--- src/rtl/rst_seq.sv ---
`default_nettype none
// ============================================================================
//  Module   : rst_seq
//  Brief    : Reset sequencer. Synchronizes release of the system reset into
//             clk, releases NDOM peripheral reset domains in order 0..NDOM-1
//             with a programmable per-domain delay, then serves software
//             per-domain reset requests with a fixed-length pulse and ack.
//  Revision : 1.0 - initial release
// ============================================================================
module rst_seq #(
    parameter int NDOM        = 4,
    parameter int DLY_W       = 8,
    parameter int SYNC_STAGES = 2,
    parameter int PULSE_LEN   = 16
) (
    input  logic                  clk,
    input  logic                  rst_n,
    input  logic [NDOM*DLY_W-1:0] dly,
    input  logic [NDOM-1:0]       sw_rst_req,
    output logic [NDOM-1:0]       dom_rst_n,
    output logic                  seq_done,
    output logic [NDOM-1:0]       sw_rst_ack
);

    localparam int IDX_W  = (NDOM > 1) ? $clog2(NDOM) : 1;
    localparam int PCNT_W = (PULSE_LEN > 1) ? $clog2(PULSE_LEN) : 1;
    localparam logic [IDX_W-1:0]  LAST_IDX  = IDX_W'(NDOM - 1);
    localparam logic [PCNT_W-1:0] PCNT_INIT = PCNT_W'(PULSE_LEN - 1);

    typedef enum logic [1:0] {
        SYNC  = 2'd0,
        SEQ   = 2'd1,
        DONE  = 2'd2,
        SWRST = 2'd3
    } state_t;

    state_t                 state, state_nxt;
    logic [SYNC_STAGES-1:0] sync;
    logic                   srel;
    logic [IDX_W-1:0]       idx, idx_nxt;
    logic [DLY_W-1:0]       cnt, cnt_nxt;
    logic [PCNT_W-1:0]      pcnt, pcnt_nxt;
    logic [NDOM-1:0]        act, act_nxt;
    logic [NDOM-1:0]        pending, pending_nxt;
    logic [NDOM-1:0]        dom_nxt;
    logic                   done_nxt;
    logic [NDOM-1:0]        ack_nxt;
    logic [DLY_W-1:0]       dly_arr [NDOM];

    // Split the packed delay bus into one field per domain
    generate
        for (genvar gi = 0; gi < NDOM; gi++) begin : g_dly
            assign dly_arr[gi] = dly[gi*DLY_W +: DLY_W];
        end
    endgenerate

    // Reset-release synchronizer: asserts asynchronously, releases after SYNC_STAGES edges
    always_ff @(posedge clk or negedge rst_n) begin
        if (!rst_n) begin
            sync <= '0;
        end else begin
            sync <= {sync[SYNC_STAGES-2:0], 1'b1};
        end
    end

    assign srel = sync[SYNC_STAGES-1];

    // State and datapath registers; every output comes straight from a flop
    always_ff @(posedge clk or negedge rst_n) begin
        if (!rst_n) begin
            state      <= SYNC;
            idx        <= '0;
            cnt        <= '0;
            pcnt       <= '0;
            act        <= '0;
            pending    <= '0;
            dom_rst_n  <= '0;
            seq_done   <= 1'b0;
            sw_rst_ack <= '0;
        end else begin
            state      <= state_nxt;
            idx        <= idx_nxt;
            cnt        <= cnt_nxt;
            pcnt       <= pcnt_nxt;
            act        <= act_nxt;
            pending    <= pending_nxt;
            dom_rst_n  <= dom_nxt;
            seq_done   <= done_nxt;
            sw_rst_ack <= ack_nxt;
        end
    end

    // Next-state and next-output logic for the sequencer
    always_comb begin
        state_nxt   = state;
        idx_nxt     = idx;
        cnt_nxt     = cnt;
        pcnt_nxt    = pcnt;
        act_nxt     = act;
        pending_nxt = pending | sw_rst_req;
        dom_nxt     = dom_rst_n;
        done_nxt    = 1'b0;
        ack_nxt     = '0;

        case (state)
            SYNC: begin
                if (srel) begin
                    state_nxt = SEQ;
                    idx_nxt   = '0;
                    cnt_nxt   = '0;
                end
            end

            SEQ: begin
                // Counter stops at the delay value, so it never overflows
                if (cnt == dly_arr[idx]) begin
                    dom_nxt[idx] = 1'b1;
                    cnt_nxt      = '0;
                    if (idx == LAST_IDX) begin
                        state_nxt = DONE;
                    end else begin
                        idx_nxt = idx + 1'b1;
                    end
                end else begin
                    cnt_nxt = cnt + 1'b1;
                end
            end

            DONE: begin
                if (pending != '0) begin
                    // All requests latched so far share one pulse; new ones wait
                    act_nxt     = pending;
                    pending_nxt = sw_rst_req;
                    dom_nxt     = dom_rst_n & ~pending;
                    pcnt_nxt    = PCNT_INIT;
                    state_nxt   = SWRST;
                end else begin
                    done_nxt = 1'b1;
                end
            end

            SWRST: begin
                if (pcnt == '0) begin
                    dom_nxt   = dom_rst_n | act;
                    ack_nxt   = act;
                    state_nxt = DONE;
                end else begin
                    pcnt_nxt = pcnt - 1'b1;
                end
            end

            default: begin
                state_nxt = SYNC;
            end
        endcase
    end

endmodule
`default_nettype wire

--- config.mk ---
export PLATFORM = sky130hd
export DESIGN_NAME = rst_seq
export DESIGN_NICKNAME = d
export VERILOG_FILES = /design/src/rtl/rst_seq.sv
export SDC_FILE = /design/constraint.sdc
export NUM_CORES = 1
export LEC_CHECK = 0
export CORE_AREA = 2 2 75 77
export CTS_CLUSTER_SIZE = 40
export DETAILED_ROUTE_END_ITERATION = 10
export DIE_AREA = 0 0 77 79
export PLACE_DENSITY = 0.73
export SKIP_LAST_GASP = 1
export SLEW_MARGIN = 10
export SYNTH_ARGS = -nofsm -noshare
export SYNTH_HDL_FRONTEND = slang
export SYNTH_SLANG_ARGS = --single-unit
--- constraint.sdc ---
create_clock -name clk -period 3.3 [get_ports clk]
set_clock_uncertainty 0.1 [all_clocks]
set_input_delay 0.33 -clock clk [delete_from_list [all_inputs] [get_ports clk]]
set_output_delay 0.33 -clock clk [all_outputs]
set_load 0.05 [all_outputs]
==> out/metrics.cfg, run 1 <==
[synth]
synth_top_area_frac = 0.4337
yosys_warnings = 0
yosys-top-cells-area = dfrtp_1 (43%), mux4_2 (6.7%), xnor2_1 (4.8%)
synth_ff_type = dfrtp_1
ys_seq_area_frac = 0.4337
syn_nets = 234
synth_edf_count = 0
synthArstFlopShare = 1.000
yosysTopAreaCell = dfrtp_1
synth_seq_cells = 35
syn_avg_cell_area_um2 = 10.63
ys_top_cells_by_count = dfrtp_1 (35), nand2_1 (25), xnor2_1 (11)
netlist_area_um2 = 2019
synth.most_common_cell = dfrtp_1
synth_cell_types = 43
synth_cells = 190

[detailed_routing]
routed_via_density = 5.172
drc_errors = 0
drt_iter0_markers = 130
firstDrtPassIters = 4
wl_per_cell_um = 13.63
wl_mm = 4.211
antenna_left = 0
via_count = 1598

[worst_setup_path]
cp_max_fo = 14
arrival_ns = 2.79
end_kind = register
worstPathRequired_ns = 3.35
critPathLaunchType = register
critPathKind = register to register

[pwr]
finalPower_mw = 1.992
cellPowerDensity_nw_per_um2 = 763.4
power.leakage_nw = 1.038
peakVddDrop_v = 0.0003655

[cells_and_area]
diodes = 0
design_area_um2 = 2610
final_cells = 309
finish.utilization = 0.4890
drive_above_1_share = 0.09705
finalNetCount = 280
areaGrowthSynthToFinish_pct = 29.24
num-fill-cells = 516

[clocking]
cts_resized = 0
cts_setup_buffers = 0
cts_buffer_depth = 2
htreeDepth = 2
cts.sinks = 35
cts_tree = built
clk_pin_slew_ns = 0.07
cts-hold-fix-buffers = 0
clk_latency_ns = 0.29
numCtsBuffers = 5
cts_root_buf = clkbuf_8

[die]
core_area_um2 = 5338
die_w_um = 77
die_y_um = 79
io_pins = 47
die_area_um2 = 6083
start_util = 0.3783
rows = 27

[sta]
slew_violations = 0
fmax_mhz = 365.8
setup_viol = 0
rsz0062_at_grt = no
timing.final.ws_setup_ns = 0.5663
hold_viol = 0
fin_crit_sh = 0.8284
whs_ns = 0.2503
final.setup.tns_ns = 0
min_period_ns = 2.734
relSlewSlack = 0.5384
worst_pin_slew_ns = 0.6909

[placement]
gp_congestion = 0.8271
numPlacedInstances = 301
hpwl_mm = 3.061
io_buffers = 46
placed_area_um2 = 2525
post-place-ws_ns = 0.5692

[global_routing]
grtUsageTotal = 0.1492
grt_pass1_vias = 1511
overflow = 0
antenna_found_initial = 0
grt_pass1_wl_mm = 7.293
grt_max_degree = 36

[job]
max-cap-violations = 0

[outcome]
status = completed

[worst_hold_path]
min_path_type = register to register

==> worst max-delay path, stage by stage, from the launching register on <==
cell and delay [ns]:
dfrtp_1 0.73, mux4_1 0.65, xnor2_1 0.19, nand4_2 0.34, o21ai_2 0.43, o211ai_1 0.15
==> registers in the layout, indices dropped and copies added (netlist names) <==
| signal | flops |
|---|---|
| seq_done | 1 |
| sync | 2 |
| pcnt | 4 |
| dom_rst_n | 4 |
| cnt | 8 |
| act | 4 |
| pending | 4 |
| idx | 2 |
| sw_rst_ack | 4 |
| state | 2 |
==> report_power, final <==
group | internal [mW] | switching (mW)
clock network | 0.147 | 0.156
logic | 0.455 | 0.435
registers | 0.561 | 0.239
total | 1.16 | 0.830
==> routing by layer <==
metal	up-vias	wire, um	global-route usage
met3	9	148	0.02386
met2	42	1951	0.2263
li1	790	-	-
met1	757	2023	0.2130
met4	0	88	0.06429
met5	-	0	0
==> cells in the final DEF (no fill, tap or decap), types with 2 or more instances in the layout <==
cell,count
mux4_1,2
nand2b_1,2
o21ai_0,9
nor2_1,8
clkdlybuf4s50_1,46
clkbuf_8,5
mux4_2,6
nand4_2,2
o31a_1,3
o211ai_1,5
dfrtp_1,35
ha_1,6
o22ai_1,4
a22o_1,4
nor4_1,2
xnor2_1,11
or2_2,2
nor3_1,5
nand2_1,25
and2_1,4
o311ai_1,4
nand4b_1,2
a21oi_1,2
a21o_1,4
a2bb2oi_1,3
inv_1,8
nor2b_1,7
nand3_1,3
==> final cells by class <==
type | instances | area, um^2 | area share
inverter | 8 | 30.03 | 0.01151
clock buffer | 6 | 72.57 | 0.02780
multi-input combinational | 139 | 1061 | 0.4065
clock inverter | 2 | 12.51 | 0.004794
tap | 72 | 90.09 | 0.03452
sequential | 35 | 875.8 | 0.3356
timing repair buffer | 47 | 467.9 | 0.1793
==> worst paths after layout <==
| check | end | slack (ns) | cells after the start | from |
|---|---|---|---|---|
| setup / recovery | cnt[4] | 0.57 | 5 | idx[0] |
| hold / removal | sync[1] | 0.25 | 0 | sync[0] |
| hold reg to reg | sync[1] | 0.25 | 0 | sync[0] |
| max in group asynchronous | cnt[1] | 2.45 | 2 | rst_n |
| min in group asynchronous | cnt[5] | 0.34 | 2 | rst_n |
| setup reg to reg | cnt[4] | 0.57 | 5 | idx[0] |
==> kinds of logic (layout without fill, tap and decap cells) <==
family | count (synthesis) | in the layout | share of synthesized area
simple gates | 65 | 65 | 0.1679
mux | 9 | 9 | 0.09789
buf+inv | 16 | 63 | 0.04089
other cells | 1 | 1 | 0.001857
fa+ha+maj | 6 | 6 | 0.03717
xor+xnor | 12 | 12 | 0.05204
flops | 35 | 35 | 0.4337
compound gates | 46 | 46 | 0.1685
Power figures use the tool's default switching activity.
==> inputs of run 2 (changes only) <==
--- a/config.mk
+++ b/config.mk
@@ -9,7 +9,7 @@
 export CTS_CLUSTER_SIZE = 40
 export DETAILED_ROUTE_END_ITERATION = 10
 export DIE_AREA = 0 0 77 79
-export PLACE_DENSITY = 0.73
+export PLACE_DENSITY = 0.76
 export SKIP_LAST_GASP = 1
 export SLEW_MARGIN = 10
 export SYNTH_ARGS = -nofsm -noshare
==> constraint.sdc (replaced) <==
create_clock -name clk -period 2.27 [get_ports clk]
set_clock_uncertainty 0.1 [all_clocks]
set_input_delay 0.227 -clock clk [delete_from_list [all_inputs] [get_ports clk]]
set_output_delay 0.227 -clock clk [all_outputs]
set_load 0.05 [all_outputs]
==> run 2 against run 1 <==
- die area is the same
- non-clock buffer count increased by 17
- flip-flop and latch count unchanged
- sequential share of layout area down 3.6 points
- final cell count increased by 5.5%
- fmax rose by 22%
- clock power increased by 45%
- routed wire length grew 12%
- worst hold slack got worse by 0.0081 ns
- design area grew 12%
- largest cell class unchanged
==> out/metrics.cfg, run 2 (synthesis results as in run 1) <==
[detailed_routing]
wl_per_cell_um = 14.44  ; +5.9%
firstDrtPassIters = 4  ; unchanged
drt_iter0_markers = 124  ; -4.6%
wl_mm = 4.707  ; +12%
drc_errors = 0  ; unchanged
via_count = 1693  ; +5.9%
routed_via_density = 5.193  ; +0.42%
antenna_left = 0  ; unchanged

[worst_setup_path]
rr_worst_depth = 7  ; +2
critPathLaunchType = register
critPathKind = register to register
worstPathRequired_ns = 2.32  ; -1.03 ns
worstReg2RegStart = idx[0]
rrSetupSlack_ns = 0.02  ; -0.54 ns
arrival_ns = 2.30  ; -0.49 ns
reg2reg_to = cnt[2]
end_kind = register
cp_max_fo = 6  ; -8

[sta]
fin_crit_sh = 0.9902  ; +0.1618
timing.final.ws_setup_ns = 0.02222  ; -0.5441 ns
rsz0062_at_grt = yes
relSlewSlack = 0.6113  ; +0.07286
setup_viol = 0  ; unchanged
final.setup.tns_ns = 0  ; unchanged
hold_viol = 0  ; unchanged
slew_violations = 0  ; unchanged
whs_ns = 0.2422  ; -0.008109 ns
fmax_mhz = 444.9  ; +22%
worst_pin_slew_ns = 0.5819  ; -0.1091 ns
min_period_ns = 2.248  ; -0.4859 ns

[placement]
placed_area_um2 = 2623  ; +3.9%
post-place-ws_ns = -0.1453  ; -0.7146 ns
gp_congestion = 0.8154  ; -1.4%
hpwl_mm = 3.341  ; +9.2%
numPlacedInstances = 314  ; +4.3%
io_buffers = 46  ; unchanged

[global_routing]
overflow = 0  ; unchanged
grt_pass1_wl_mm = 7.665  ; +5.1%
grtUsageTotal = 0.1596  ; +0.01034
grt_pass1_vias = 1636  ; +8.3%
grt_max_degree = 36  ; unchanged
antenna_found_initial = 0  ; unchanged

[die]
core_area_um2 = 5338  ; unchanged
io_pins = 47  ; unchanged
die_y_um = 79  ; unchanged
die_w_um = 77  ; unchanged
start_util = 0.3783  ; unchanged
die_area_um2 = 6083  ; unchanged
rows = 27  ; unchanged

[clocking]
cts.sinks = 35  ; unchanged
clk_pin_slew_ns = 0.08  ; about the same
htreeDepth = 2  ; unchanged
cts_buffer_depth = 2  ; unchanged
clk_latency_ns = 0.29  ; about the same
cts_root_buf = clkbuf_8
cts_tree = built
numCtsBuffers = 5  ; unchanged

[pwr]
finalPower_mw = 3.467  ; +74%
power.leakage_nw = 1.209  ; +16%
peakVddDrop_v = 0.0005877  ; +61%
cellPowerDensity_nw_per_um2 = 1184  ; +55%

[cells_and_area]
largest_register_ffs = 8  ; unchanged
final_common_cell = clkdlybuf4s50_1
mostFrequentLayoutCells = clkdlybuf4s50_1 (46), dfrtp_1 (34), nand2_1 (25)
design_area_um2 = 2929  ; +12%
finalNetCount = 297  ; +6.1%
drive_above_1_share = 0.2165  ; +0.1195
areaGrowthSynthToFinish_pct = 45.04
final_cells = 326  ; +5.5%
diodes = 0  ; unchanged
finish.utilization = 0.5488  ; +0.05977
regMostFlops = cnt

[outcome]
status = completed

[job]
max-cap-violations = 0  ; unchanged

[worst_hold_path]
min_path_type = input pin to asynchronous set/reset pin

run 2: timing repair:
action,in CTS,in global routing
setup endpoints to repair,16,16
pin swaps,1,13
resized for setup,5,28
buffers inserted,2,2
hold buffers,0,0
run 2: final cells by class:
type	count	area, um^2
tap	72	90.09
sequential	35	877.1
multi-input combinational	139	1212
timing repair buffer	64	634.4
clock inverter	2	12.51
clock buffer	6	72.57
fill	469	2409
inverter	8	30.03
run 2: report_power, final:
part           switching, mW  internal (mW)
clock                  0.226          0.214
sequential             0.292          0.819
combinational          0.933          0.983
run 2: critical path, stage by stage (launching register included):
cell and delay [ns]:
dfrtp_2 0.46, buf_4 0.15, mux4_2 0.53, xnor2_2 0.21, nand4_4 0.16, buf_6 0.17, o2111ai_4 0.19, o311ai_2 0.14
run 2: metal layers:
layer  GRT usage  share of wire
met1      0.2047           0.43
met2      0.2675           0.51
met3     0.03068          0.033
met4     0.06429          0.019
met5           0              0
run 2: worst max-delay path by stage:
stage | slack (ns) | depth (start not counted) | to | start
after global routing | -0.06 | 8 | dom_rst_n[0] | idx[0]
after CTS | -0.002 | 8 | dom_rst_n[1] | idx[0]
after detailed placement | -0.15 | 7 | dom_rst_n[0] | idx[0]
final | 0.02 | 7 | cnt[2] | idx[0]
after floorplan | 0.13 | 7 | state[0] | idx[0]
after global placement | -0.1 | 6 | cnt[0] | idx[0]
